## src/rtl/gpi_debounce.sv

```systemverilog
// -----------------------------------------------------------------------------
// gpi_debounce
//
// Purpose:
//   Per-bit synchroniser and debouncer for raw board switch/button inputs.
//   Each bit is passed through a SyncStages-deep flop chain to remove
//   metastability. A new level is accepted only after the synchronised input
//   has disagreed with the current debounced level for DebounceCycles
//   consecutive cycles. Every accepted change produces a one-cycle rise or
//   fall pulse in the same cycle the debounced level changes.
//
// Optional feature (macro GPI_DEBOUNCE_STICKY_IRQ_EN):
//   When defined, each bit has a sticky edge flag. The flag is set by
//   rise_o|fall_o and cleared by a 1 on the matching irq_clr_i bit; set wins
//   over clear. irq_o is the registered OR of all flags. When the macro is
//   undefined, no flags exist, irq_clr_i is ignored and irq_o is 0.
//
// Handshake:
//   There is no valid/ready interface. gp_raw_i is sampled on every clock edge
//   and gp_o/rise_o/fall_o/irq_o are valid on every cycle outside reset.
//
// Ports:
//   clk_sys_i  in   1      system clock
//   rst_sys_i  in   1      synchronous, active-high reset
//   gp_raw_i   in   Width  asynchronous raw pad inputs
//   gp_o       out  Width  debounced level
//   rise_o     out  Width  one-cycle pulse when a gp_o bit goes 0->1
//   fall_o     out  Width  one-cycle pulse when a gp_o bit goes 1->0
//   irq_clr_i  in   Width  write-1-to-clear for the sticky edge flags
//   irq_o      out  1      OR of the sticky edge flags
//   dbg_state  out  Width  per-bit FSM state (0 = STABLE, 1 = CHANGING)
// -----------------------------------------------------------------------------
module gpi_debounce #(
  parameter int Width          = 8,
  parameter int SyncStages     = 2,
  parameter int DebounceCycles = 50000
) (
  input  logic             clk_sys_i,
  input  logic             rst_sys_i,
  input  logic [Width-1:0] gp_raw_i,
  output logic [Width-1:0] gp_o,
  output logic [Width-1:0] rise_o,
  output logic [Width-1:0] fall_o,
  input  logic [Width-1:0] irq_clr_i,
  output logic             irq_o,
  output logic [Width-1:0] dbg_state
);

  // Counter only has to reach DebounceCycles-1; the +1 keeps the width
  // non-zero for DebounceCycles == 1.
  localparam int CntW = (DebounceCycles < 1) ? 1 : $clog2(DebounceCycles + 1);
  localparam logic [CntW-1:0] CntLast = CntW'(DebounceCycles - 1);

  // ---------------------------------------------------------------------------
  // Elaboration-time parameter checks
  // ---------------------------------------------------------------------------
  if (SyncStages < 2 || SyncStages > 4) begin : g_bad_sync_stages
    $error("gpi_debounce: SyncStages must be in 2..4");
  end

  if (DebounceCycles < 1) begin : g_bad_debounce_cycles
    $error("gpi_debounce: DebounceCycles must be at least 1");
  end

  // ---------------------------------------------------------------------------
  // Synchroniser chain: plain flop-to-flop, no logic between stages.
  // ---------------------------------------------------------------------------
  logic [Width-1:0] sync_q [SyncStages];
  logic [Width-1:0] sync_last;

  always_ff @(posedge clk_sys_i) begin
    if (rst_sys_i) begin
      for (int i = 0; i < SyncStages; i++) begin
        sync_q[i] <= '0;
      end
    end else begin
      sync_q[0] <= gp_raw_i;
      for (int i = 1; i < SyncStages; i++) begin
        sync_q[i] <= sync_q[i-1];
      end
    end
  end

  assign sync_last = sync_q[SyncStages-1];

  // ---------------------------------------------------------------------------
  // Per-bit debounce FSM.
  // The two states {STABLE, CHANGING} are not stored separately: a bit is
  // CHANGING whenever its counter is non-zero or its synchronised input
  // disagrees with the debounced level.
  // ---------------------------------------------------------------------------
  typedef enum logic {
    ST_STABLE   = 1'b0,
    ST_CHANGING = 1'b1
  } state_e;

  logic [Width-1:0] level_q;
  logic [Width-1:0] level_d;
  logic [Width-1:0] rise_q;
  logic [Width-1:0] rise_d;
  logic [Width-1:0] fall_q;
  logic [Width-1:0] fall_d;
  logic [Width-1:0] mismatch;
  logic [Width-1:0] accept;
  logic [CntW-1:0]  cnt_q [Width];
  logic [CntW-1:0]  cnt_d [Width];
  state_e           state [Width];

  assign mismatch = sync_last ^ level_q;

  // State register
  always_ff @(posedge clk_sys_i) begin
    if (rst_sys_i) begin
      level_q <= '0;
      rise_q  <= '0;
      fall_q  <= '0;
      for (int b = 0; b < Width; b++) begin
        cnt_q[b] <= '0;
      end
    end else begin
      level_q <= level_d;
      rise_q  <= rise_d;
      fall_q  <= fall_d;
      for (int b = 0; b < Width; b++) begin
        cnt_q[b] <= cnt_d[b];
      end
    end
  end

  // Next-state logic. Any cycle without a mismatch drops the count back to 0,
  // so bounce always restarts the qualification window. The counter saturates
  // by construction: reaching CntLast with a mismatch accepts and clears.
  always_comb begin
    accept = '0;
    for (int b = 0; b < Width; b++) begin
      cnt_d[b] = '0;
      if (mismatch[b]) begin
        if (cnt_q[b] == CntLast) begin
          accept[b] = 1'b1;
        end else begin
          cnt_d[b] = cnt_q[b] + CntW'(1);
        end
      end
    end
    level_d = level_q ^ accept;
    // Pulses are registered alongside level_q so they line up with gp_o.
    rise_d  = accept & sync_last;
    fall_d  = accept & ~sync_last;
  end

  // Output logic
  always_comb begin
    dbg_state = '0;
    for (int b = 0; b < Width; b++) begin
      state[b]     = (mismatch[b] || (cnt_q[b] != '0)) ? ST_CHANGING : ST_STABLE;
      dbg_state[b] = (state[b] == ST_CHANGING);
    end
  end

  assign gp_o   = level_q;
  assign rise_o = rise_q;
  assign fall_o = fall_q;

  // ---------------------------------------------------------------------------
  // Sticky edge flags / interrupt
  // ---------------------------------------------------------------------------
`ifdef GPI_DEBOUNCE_STICKY_IRQ_EN
  logic [Width-1:0] flag_q;
  logic [Width-1:0] flag_d;
  logic             irq_q;

  // Flags are fed from the registered pulses, so irq_o follows rise_o/fall_o
  // by one cycle. OR-ing the set term after the clear mask makes set win.
  assign flag_d = (flag_q & ~irq_clr_i) | rise_q | fall_q;

  always_ff @(posedge clk_sys_i) begin
    if (rst_sys_i) begin
      flag_q <= '0;
      irq_q  <= 1'b0;
    end else begin
      flag_q <= flag_d;
      irq_q  <= |flag_d;
    end
  end

  assign irq_o = irq_q;
`else
  logic unused_irq_clr;
  assign unused_irq_clr = ^irq_clr_i;
  assign irq_o          = 1'b0;
`endif

endmodule

```

## config.mk

```make
export PLATFORM = sky130hd
export DESIGN_NAME = gpi_debounce
export DESIGN_NICKNAME = d
export VERILOG_FILES = /design/src/rtl/gpi_debounce.sv
export SDC_FILE = /design/constraint.sdc
export NUM_CORES = 1
export LEC_CHECK = 0
export ABC_AREA = 1
export BUFFER_PORTS_ARGS = -buffer_cell sky130_fd_sc_hd__buf_2
export CAP_MARGIN = 20
export CORE_MARGIN = 2
export CORE_UTILIZATION = 60
export CTS_BUF_LIST = sky130_fd_sc_hd__clkbuf_4
export DETAILED_ROUTE_END_ITERATION = 8
export GPL_TIMING_DRIVEN = 0
export PLACE_DENSITY = 0.86
export REMOVE_ABC_BUFFERS = 1
export SYNTH_ARGS = -nofsm -noshare
export SYNTH_HDL_FRONTEND = slang
export SYNTH_SLANG_ARGS = --single-unit
```

## constraint.sdc

```tcl
create_clock -name clk_sys_i -period 1.86 [get_ports clk_sys_i]
set_input_delay 0.279 -clock clk_sys_i [delete_from_list [all_inputs] [get_ports clk_sys_i]]
set_output_delay 0.279 -clock clk_sys_i [all_outputs]
set_load 0.01 [all_outputs]
```

Word level (Yosys, flattened, before mapping). Memory sizes are Yosys's and may differ from the RTL's. Cells that the tools add are included.

Input port bits: 18. Bits in registers: 24. ROM bits: 0. Word-level logic and storage cells: 105. Memories: 2. RAM bits: 144. Bits in latches: 0. Output and inout port bits: 33.

Divide/modulo/power cells: 0. Bitwise gates (word level): 15. Add/sub/neg operators: 8. Multipliers: 0. Reductions and logical operators: 16. Equal/unequal tests: 8. Order comparisons: 0. Muxes and demuxes: 53. Shift-type cells: 0.

Memories: cnt_q (depth 8, bits a word 16, read ports 8, clocked after memory_dff 0, wr ports 8, RTL line 105) `logic [CntW-1:0] cnt_q [Width];`; sync_q (depth 2, bits a word 8, read ports 2, clocked after memory_dff 0, wr ports 2, RTL line 68) `logic [Width-1:0] sync_q [SyncStages];`.

Operators with widths (number): 2-to-1 mux 16 bit (24); adder 16 x 1 -> 16 bit, second input constant (8); == test 16 bit, second input constant (8); nonzero test 16 bit (8); 2-to-1 mux 1 bit (27); AND 8 bit (2); 2-to-1 mux 8 bit (2); bitwise XOR 8 bit (2); bitwise OR 1 bit (10); logical OR 1 bit (8); inverter 8 bit (1).

Logic depth before layout (Yosys ltp). An unclocked memory read counts as a cell.

Depth in word-level cells: 5. Gate-level depth with buffers: 9.

Worst setup path before layout. No wires, ideal clock.

Path kind: register -> register. From: memory cnt_q[1][48] (netlist name). To: memory cnt_q[1][56] (netlist name). Arrival time: 1.275 ns. Required time: 1.745 ns. Buffers on the path: 1. Cell stages (with the launch flop): 8. Period minus slack after synthesis: 1.389 ns. Setup time: 0.115 ns. Slack: 0.471 ns. Cell sequence: dfxtp_1 > ha_1 > nand3_2 > nor2_4 > nand2_2 > nand2_4 > buf_12 > nor2_2.

RTL lines (RTL line): start: declaration (105).

==> results.yml <==
run_status:
  status: "complete, but fails checks"
  violations_in_the_final_reports: "setup timing"
timing:
  hold_violations: 0
  min_cycle_time_layout_ns: 2.03
  final_min_period_over_clock_period: 1.09
  max_slew.worst_pin.slew_ns: 0.710
  setup_repair_after_global_routing_missed_its_margin: "true"
  maxClockFrequency_mhz: 491
  timing.final.max_slew_violations: 0
  final_critical_path_setup_slack_ns: -0.175
  fin_skew_ns: 0.0130
  setup_viol: 5
  fin_tns_setup_ns: -0.729
  timing.slew.headroom: 0.527
  whs_ns: 0.220
routing:
  drt.antenna.violating_nets: 0
  routed_wirelength_um: 17400
  num_vias: 7581
  drc_errors: 0
  first_iter_violations: 542
  dr.pass1.iters: 5
  drt-wirelength-per-cell_um: 11.8
  route.detailed.vias_per_inst: 5.15
placed_design:
  preCtsSetupSlack_ns: -0.446
  detailedPlacementHpwl_um: 12000
  port_buffers: 41
  placedCellCount: 1410
  gpl.final_weighted_congestion: 0.897
cts:
  root_buffer: "sky130_fd_sc_hd__clkbuf_4"
  cts_max_level: 4
  insertion_delay_ns: 0.59
  max_root_sink_buffers: 2
  tritoncts: "built"
  clock-sinks: 168
  cts_made_buffers: 17
  clkTransAtPathRegs_ns: 0.13
setup_path:
  timing.critical_path.slowest_stage_cell: "sky130_fd_sc_hd__dfxtp_2"
  worst_r2r_startpoint: "cnt_q[1][1]"
  slowest_delay_ns: 0.35
  critPathCaptureType: "output port"
  timing.critical_path.cells: "inv_2 -> ha_4 -> nor3b_4 -> nand2_1 -> nor2_1 -> nand4_1 -> buf_2"
  cp-start-kind: "flop"
  regToRegEndpoint: "cnt_q[1][9]"
  cp_num_buf_inv: 2
  crit_arrival_ns: 1.76
  rrSetupSlack_ns: 0.22
  critPathKind: "reg2out"
  timing.critical_path.max_delay_family: "simple AND/OR/NAND/NOR gates"
  worstSetupStartpoint: "cnt_q[1][0]"
  required_ns: 1.58
  critical_path_peak_fanout: 2
  rr_worst_depth: 10
yosys:
  synthArstFlopShare: 0
  synth.mux.area_fraction: 0
  synth_top_family_by_area: "simple AND/OR/NAND/NOR gates"
  synthFlopType: "sky130_fd_sc_hd__dfxtp_1"
  xor_xnor_share_of_the_synthesized_area: 0.0469
  post_synth_num_cell_types: 35
  post_synth.cell_area_avg_um2: 6.99
  flip_flop_and_latch_count_after_synthesis: 168
  adder_cell_share_of_the_synthesized_area: 0.0238
  post_synth_and_or_nand_nor_area_fraction: 0.377
  synth-edff-count: 0
  synth_compound_area_frac: 0.0551
  synthesis.area_um2: 8400
  post_synth_inst_count: 1201
  yosys_warnings: 0
  yosysSeqAreaShare: 0.400
final_layout:
  drive_above_1_share: 0.183
  finish.net_count: 1315
  final-seq-area_um2: 3420
  fillers: 1175
  antenna_cells_inserted: 0
  finalNonFillerCells: 1473
  multi_input_area_um2: 4420
  syn_to_final_growth_pct: 13.5
power:
  leakagePower_nw: 3.73
  power_density_nw_per_um2: 642
  finalPower_w: 0.00612
  pwr-share-clk: 0.377
  comb_power_share: 0.031
  pwr-share-seq: 0.593
  power.switching_fraction: 0.226
  internal-power_w: 0.00474
  vdd_ir_drop_max_mv: 0.447
  p_switching_w: 0.00138
worst_hold_path:
  holdPathEnd: "sync_q[0][3]"
  worst_hold_path_type: "in2reg"
  hold_path.startpoint: "rst_sys_i"
  min_delay_path_depth: 2
floorplanning:
  starting_utilization_of_the_core_area: 0.610
  std_cell_rows: 43
  die-height_um: 122
  die_width_um: 122
  floorplan.core_area_um2: 13800
  num_io_pins: 51
  design.die.area_um2: 15000
grt:
  global_route.usage.total: 0.237
  largest_net_degree_at_the_start_of_global_routing: 30
  antenna_found_initial: 0
  grt_pass1_wl_um: 28900
  grt_overflow: 0
  number_of_global_route_vias_before_repair: 6767
job:
  max_cap_violations: 0
-- cells by family after synthesis --
family                   Yosys count
AO/OA/AOI/OAI                     83
XOR/XNOR                          45
flip-flops                       168
adder cells (fa/ha/maj)           16
AND/OR/NAND/NOR                  694
other                              1
buffers and inverters            194
-- metal layers --
metal	GRT usage	wire, um	up-vias
met2	0.401	8400	177
li1	-	-	3929
met5	0	0	-
met3	0.0483	732	30
met4	0.103	392	0
met1	0.292	7910	3445
-- layout make-up --
type / count / area share
clock buffers: 17 / 0.0134
clock inverters: 14 / 0.0192
inverters: 182 / 0.0717
multi-input cells: 839 / 0.464
flip-flops and latches: 168 / 0.359
well taps: 180 / 0.0236
repair buffers: 73 / 0.0488
-- metrics by stage --
stage               instance area [um^2]   util
floorplan                           8270      -
global placement                    8700  0.632
detailed placement                  8700  0.632
CTS                                 9350  0.679
global route                        9530  0.692
finish                              9530  0.692
-- timing repair --
item,4_1_cts,5_1_grt
hold buffers,8,0
setup endpoints to repair,8,8
resized for setup,48,33
gates cloned,0,0
pin swaps,8,12
hold endpoints to repair,8,0
setup buffers,17,7
-- power groups by stage --
stage | Combinational [W] | Clock [W] | Sequential, W
floorplan | 0.0000888 | 0 | 0.00371
global placement | 0.000142 | 0 | 0.00371
detailed placement | 0.000145 | 0 | 0.00371
CTS | 0.000177 | 0.00236 | 0.00363
global route | 0.000207 | 0.00251 | 0.00363
finish | 0.000187 | 0.00230 | 0.00362
-- synth_stat cells, types with 8 or more instances --
| master | n | share of area |
|---|---|---|
| sky130_fd_sc_hd__nor4_1 | 9 | 0.0067 |
| sky130_fd_sc_hd__nand2_4 | 8 | 0.011 |
| sky130_fd_sc_hd__nand2_2 | 16 | 0.012 |
| sky130_fd_sc_hd__xnor2_1 | 24 | 0.025 |
| sky130_fd_sc_hd__or2_2 | 8 | 0.0060 |
| sky130_fd_sc_hd__nand3_1 | 70 | 0.042 |
| sky130_fd_sc_hd__o21ai_0 | 9 | 0.0054 |
| sky130_fd_sc_hd__a21oi_1 | 54 | 0.032 |
| sky130_fd_sc_hd__ha_1 | 16 | 0.024 |
| sky130_fd_sc_hd__dfxtp_1 | 168 | 0.40 |
| sky130_fd_sc_hd__nor2_1 | 226 | 0.10 |
| sky130_fd_sc_hd__inv_1 | 176 | 0.079 |
| sky130_fd_sc_hd__o21bai_1 | 8 | 0.0072 |
| sky130_fd_sc_hd__nand2_1 | 242 | 0.11 |
| sky130_fd_sc_hd__nor3_1 | 14 | 0.0083 |
| sky130_fd_sc_hd__nor2_2 | 26 | 0.019 |
| sky130_fd_sc_hd__nand4_1 | 49 | 0.036 |
| sky130_fd_sc_hd__xor2_1 | 21 | 0.022 |
-- sequential cells by signal (all words and copies together) (netlist names), named ones only --
| name | flops |
|---|---|
| fall_o | 8 |
| sync_q | 16 |
| rise_o | 8 |
| cnt_q | 128 |
-- cell usage in the layout, fill, tap and decap left out, types with 14 or more instances in the layout --
cell,count
sky130_fd_sc_hd__buf_4,24
sky130_fd_sc_hd__nand2_2,17
sky130_fd_sc_hd__xor2_1,20
sky130_fd_sc_hd__buf_2,41
sky130_fd_sc_hd__inv_1,167
sky130_fd_sc_hd__xnor2_1,18
sky130_fd_sc_hd__a21oi_1,54
sky130_fd_sc_hd__nand3_1,70
sky130_fd_sc_hd__dfxtp_2,21
sky130_fd_sc_hd__nand4_1,49
sky130_fd_sc_hd__inv_2,14
sky130_fd_sc_hd__clkbuf_4,17
sky130_fd_sc_hd__nor2_2,28
sky130_fd_sc_hd__nand2_1,241
sky130_fd_sc_hd__dfxtp_1,138
sky130_fd_sc_hd__nor2_1,224
-- worst max-delay path by stage --
stage,slack (ns),endpoint,depth (start not counted)
floorplan,0.51,cnt_q[1][55],6
global placement,-0.39,cnt_q[0][40],6
detailed placement,-0.45,cnt_q[0][46],6
CTS,-0.18,dbg_state[4],7
global route,-0.32,dbg_state[4],7
finish,-0.17,dbg_state[4],7
Note: power is estimated with default switching activity, not from simulation.
